`src/rtl/pc_sequencer.sv`:
```
// Program-sequencing controller: owns the PC, resolves jumps against latched
// ALU flags and produces the commit strobe from a run/step/halt state machine.
module pc_sequencer #(
    parameter int ADDR_W = 8,
    parameter int CNT_W  = 16
) (
    input  logic              clk,
    input  logic              reset,
    input  logic              run,
    input  logic              step_req,
    output logic              step_ack,
    input  logic              halt_op,
    input  logic              jump_en,
    input  logic [2:0]        jump_cond,
    input  logic [ADDR_W-1:0] jump_addr,
    input  logic              flag_load,
    input  logic              alu_z,
    input  logic              alu_n,
    input  logic              alu_c,
    output logic [ADDR_W-1:0] pc,
    output logic              exec_en,
    output logic [2:0]        flags,
    output logic              halted,
    output logic [2:0]        state,
    output logic [CNT_W-1:0]  retired
);

    typedef enum logic [2:0] {
        IDLE   = 3'd0,
        RUN    = 3'd1,
        STEP   = 3'd2,
        WAIT   = 3'd3,
        HALTED = 3'd4
    } state_t;

    state_t cur_state;
    state_t next_state;
    logic   exec_cycle;
    logic   cond_true;
    logic   flag_z;
    logic   flag_n;
    logic   flag_c;

    // Conditions look only at the latched flags, so a flag-setting jump sees the old values
    assign {flag_c, flag_n, flag_z} = flags;

    always_comb begin
        cond_true = 1'b0;
        case (jump_cond)
            3'b000:  cond_true = 1'b1;
            3'b001:  cond_true = flag_z;
            3'b010:  cond_true = !flag_z;
            3'b011:  cond_true = !flag_n && !flag_z;
            3'b100:  cond_true = !flag_n;
            3'b101:  cond_true = flag_n;
            3'b110:  cond_true = flag_n || flag_z;
            default: cond_true = flag_c;
        endcase
    end

    always_comb begin
        next_state = cur_state;
        exec_cycle = 1'b0;
        case (cur_state)
            IDLE: begin
                if (run)
                    next_state = RUN;
                else if (step_req)
                    next_state = STEP;
            end
            RUN: begin
                exec_cycle = 1'b1;
                if (halt_op)
                    next_state = HALTED;
                else if (!run)
                    next_state = IDLE;
            end
            STEP: begin
                exec_cycle = 1'b1;
                next_state = halt_op ? HALTED : WAIT;
            end
            WAIT: begin
                if (!step_req)
                    next_state = IDLE;
            end
            HALTED:  next_state = HALTED;
            default: next_state = IDLE;
        endcase
    end

    // Masked by reset so the datapath cannot load in the cycle that is being aborted
    assign exec_en  = exec_cycle && !halt_op && !reset;
    assign step_ack = (cur_state == WAIT);
    assign halted   = (cur_state == HALTED);
    assign state    = cur_state;

    always_ff @(posedge clk) begin
        if (reset) begin
            cur_state <= IDLE;
            pc        <= '0;
            flags     <= '0;
            retired   <= '0;
        end else begin
            cur_state <= next_state;
            if (exec_en) begin
                pc <= (jump_en && cond_true) ? jump_addr : pc + ADDR_W'(1);
                if (flag_load)
                    flags <= {alu_c, alu_n, alu_z};
                if (retired != {CNT_W{1'b1}})
                    retired <= retired + CNT_W'(1);
            end
        end
    end

endmodule

```
`config.mk`:
```
export PLATFORM = sky130hd
export DESIGN_NAME = pc_sequencer
export DESIGN_NICKNAME = d
export VERILOG_FILES = /design/src/rtl/pc_sequencer.sv
export SDC_FILE = /design/constraint.sdc
export NUM_CORES = 1
export LEC_CHECK = 0
export CAP_MARGIN = 20
export CORE_MARGIN = 2
export CORE_UTILIZATION = 25
export CTS_CLUSTER_SIZE = 40
export DETAILED_ROUTE_END_ITERATION = 8
export HOLD_SLACK_MARGIN = 0.15
export PLACE_DENSITY_LB_ADDON = 0.3
export SYNTH_ARGS = -nofsm -noshare
export SYNTH_HDL_FRONTEND = slang
export SYNTH_SLANG_ARGS = --single-unit
```
`constraint.sdc`:
```
create_clock -name clk -period 2.23 [get_ports clk]
set_input_delay 0.446 -clock clk [delete_from_list [all_inputs] [get_ports clk]]
set_output_delay 0.446 -clock clk [all_outputs]
set_load 0.05 [all_outputs]
```
==> impl_metrics.toml, run 1 <==
[drt]
drc = 0
drtIter0Drc = 84
ant_nets = 0
dr_total_vias = 1819
dr.pass1.iters = 4
wl_per_cell_microns = 12.3
viasPerCell = 4.97
finalWirelength_mm = 4.52

[pwr]
switchingPower_uw = 542
combPwrFrac = 0.303
power_leakage_uw = 0.000893
p_seq_frac = 0.370
pwr-share-clk = 0.327
vdd_drop_max_mv = 0.290
internal-power_uw = 1100
swShare = 0.331
power_density_nw_per_um2 = 648

[final_layout]
layout.nets = 308
fill_cells = 710
stdcell_area_sq_um = 2530
syn_to_final_growth_pct = 48.6
fin_util = 0.378
diodes = 0
layoutNonFillerInstCount = 366
final_layout_size_suffix_gt1_frac = 0.112

[sta]
max_freq_mhz = 468
slew_headroom = 0.657
tightest_slew_ps = 513
rsz0062_at_grt = "no"
period_share = 0.958
setup_viol = 0
hold_viol = 0
fin_crit_ps = 2140
drv_slew = 0
skew_ps = 3.98
hold_ws_ps = 469

[clocking]
cts_tree = "yes"
clk_latency_ps = 280
root_buffer = "clkbuf_8"
htree_levels = 2
cts_made_buffers = 5
clockBufferDepth = 2
cts_sinks = 30
clk_pin_slew_ps = 60

[yosys]
yosys.area.top_type = "dfxtp_1"
syn_avg_cell_area_sq_um = 7.70
ys_top_cells_by_area = "dfxtp_1 (35%), xor2_1 (6.2%), nand2_1 (6.0%)"
ys_types = 37
synth-seq-cells = 30
syn-cell-area_sq_um = 1700
syn-num-nets = 244
synthArstFlopShare = 0
yosysSeqAreaShare = 0.353
ys.flop_type = "dfxtp_1"
yosysMostFrequentCell = "dfxtp_1"
synth_edf_count = 0
synthDominantCellAreaShare = 0.353
syn_inst = 221
ys_top_cells_by_count = "dfxtp_1 (30), nand2_1 (27), nor2_1 (20), nand4_1 (14), clkbuf_1 (13)"
yosys_warnings = 0

[critical_path]
crit_family = "buffers and inverters"
critical_path_required_ps = 1780
slowest_delay_ps = 470
critPathMaxFanout = 8
cp_cell_sequence = "clkdlybuf4s50_1, buf_4, nor4_2, buf_4, buf_12"
crit_buf_inv = 4
startpoint_type = "input port"
slowest_stage = "clkdlybuf4s50_1"
critical_path_class = "in -> out"
crit_path_end_kind = "primary output"
path_common_cell = "buf_4"
worstPathArrival_ps = 1690

[floorplan]
ios = 54
die_w_microns = 86.5
start_util = 0.255
die_y_microns = 86.5
core_sq_um = 6680
die_area_sq_um = 7480
rows = 30

[hold_path]
hp-class = "reg -> reg"

[status]
status = "finished clean"

[placement]
place_congestion = 0.792
place_area_sq_um = 2400
place_inst = 356
dp_hpwl_mm = 3.28
portBuffers = 53

[global_routing]
grt_pass1_wl_mm = 7.56
grt_pass1_vias = 1663
grt-ovfl-total = 0
globalRouteTotalUtil = 0.126
grt_max_degree = 31
grt_antenna_before_repair = 0

[run]
cap_violations = 0
[tightest hold or removal path: stages (launching register included)]
cell and delay, ps:
dfxtp_1 320, nand2_1 50, a21oi_1 50
[cell usage in the layout (no fill, tap or decap), types with 2 or more instances in the layout]
| master | netlist | final |
|---|---|---|
| clkinv_2 | 0 | 2 |
| dfxtp_1 | 30 | 30 |
| a22o_1 | 5 | 5 |
| nand3_1 | 6 | 6 |
| nand4_1 | 14 | 14 |
| nor2b_1 | 3 | 3 |
| inv_1 | 5 | 5 |
| or2_2 | 2 | 2 |
| ha_1 | 2 | 2 |
| or4_1 | 2 | 2 |
| or3_1 | 7 | 7 |
| and3_1 | 6 | 6 |
| o2111ai_1 | 4 | 4 |
| nand3b_1 | 4 | 4 |
| nor4_1 | 2 | 2 |
| clkdlybuf4s50_1 | 0 | 50 |
| buf_4 | 0 | 19 |
| nand2_1 | 27 | 27 |
| and2_1 | 3 | 3 |
| xor2_1 | 12 | 12 |
| and4_1 | 2 | 2 |
| nand2b_1 | 3 | 3 |
| o21ai_0 | 7 | 7 |
| a211oi_1 | 4 | 4 |
| nor3_1 | 6 | 6 |
| a31oi_1 | 9 | 9 |
| a21oi_1 | 12 | 12 |
| nor2_1 | 20 | 20 |
| clkbuf_8 | 0 | 5 |
[area by class of cell]
cell class                      count  area [sq um]  area share
Clock buffer                        5          68.8      0.0272
Clock inverter                      3          40.0      0.0158
Inverter                            5          18.8     0.00742
Multi-Input combinational cell    173          1040       0.410
Sequential cell                    30           601       0.238
Tap cell                           80           100      0.0396
Timing Repair Buffer               70           663       0.262
[final timing paths]
kind                        endpoint                     from  cells after the start  slack (ps)
max                          exec_en                  halt_op                      5          90
min            flags[2]$_SDFFE_PP0P_    flags[2]$_SDFFE_PP0P_                      2         470
max reg2reg  retired[5]$_SDFFE_PP0P_  retired[1]$_SDFFE_PP0P_                      6         240
min reg2reg    flags[2]$_SDFFE_PP0P_    flags[2]$_SDFFE_PP0P_                      2         470
[layer usage]
layer	up-vias	global-route usage	wire (microns)
met5	-	0	0
met4	0	0.0497	71
met3	7	0.0419	224
met2	40	0.197	2000
met1	826	0.162	2230
li1	946	-	-
[power by group through the flow]
| stage | Combinational, uW | Clock (uW) | Sequential (uW) |
|---|---|---|---|
| detailed placement | 493 | 0 | 618 |
| CTS | 494 | 558 | 607 |
| global placement | 489 | 0 | 618 |
| floorplan | 186 | 0 | 724 |
| finish | 497 | 536 | 606 |
| global route | 538 | 587 | 613 |
[timing repair]
item | in CTS | in global routing
endpoints found under the setup margin | 0 | 2
endpoints found under the hold margin | 0 | 0
gates resized for setup | 0 | 1
buffers inserted | 0 | 2
hold buffers | 0 | 0
[flip-flops by register name (all words and copies together), names as in the netlist]
signal and cells:
state 3, pc 8, flags 3, retired 16
[metrics by stage]
| stage | worst slack, ps | power, uW | setup TNS [ps] |
|---|---|---|---|
| floorplan | 16.0 | 910 | 0 |
| global placement | -24.6 | 1110 | -44.2 |
| finish | 93.3 | 1640 | 0 |
| CTS | 69.4 | 1660 | 0 |
| detailed placement | -84.6 | 1110 | -181 |
| global route | 13.7 | 1740 | 0 |
[cell families (layout without fill, tap and decap cells)]
kind of cell | count (synthesis) | after routing | share of synthesized area
AND/OR/NAND/NOR | 111 | 111 | 0.345
AO/OA/AOI/OAI | 47 | 47 | 0.181
flip-flops | 30 | 30 | 0.353
buffers and inverters | 18 | 83 | 0.0397
XOR/XNOR | 13 | 13 | 0.0669
adder cells (fa/ha/maj) | 2 | 2 | 0.0147
Note: power is estimated with default switching activity, not from simulation.
==> run 2, diff against run 1 <==
--- a/config.mk
+++ b/config.mk
@@ -5,7 +5,7 @@
 export SDC_FILE = /design/constraint.sdc
 export NUM_CORES = 1
 export LEC_CHECK = 0
-export CAP_MARGIN = 20
+export CAP_MARGIN = 5
 export CORE_MARGIN = 2
 export CORE_UTILIZATION = 25
 export CTS_CLUSTER_SIZE = 40
==> results of run 2 <==
Same layout as run 1: the final DEF is identical, and so are final timing and power.
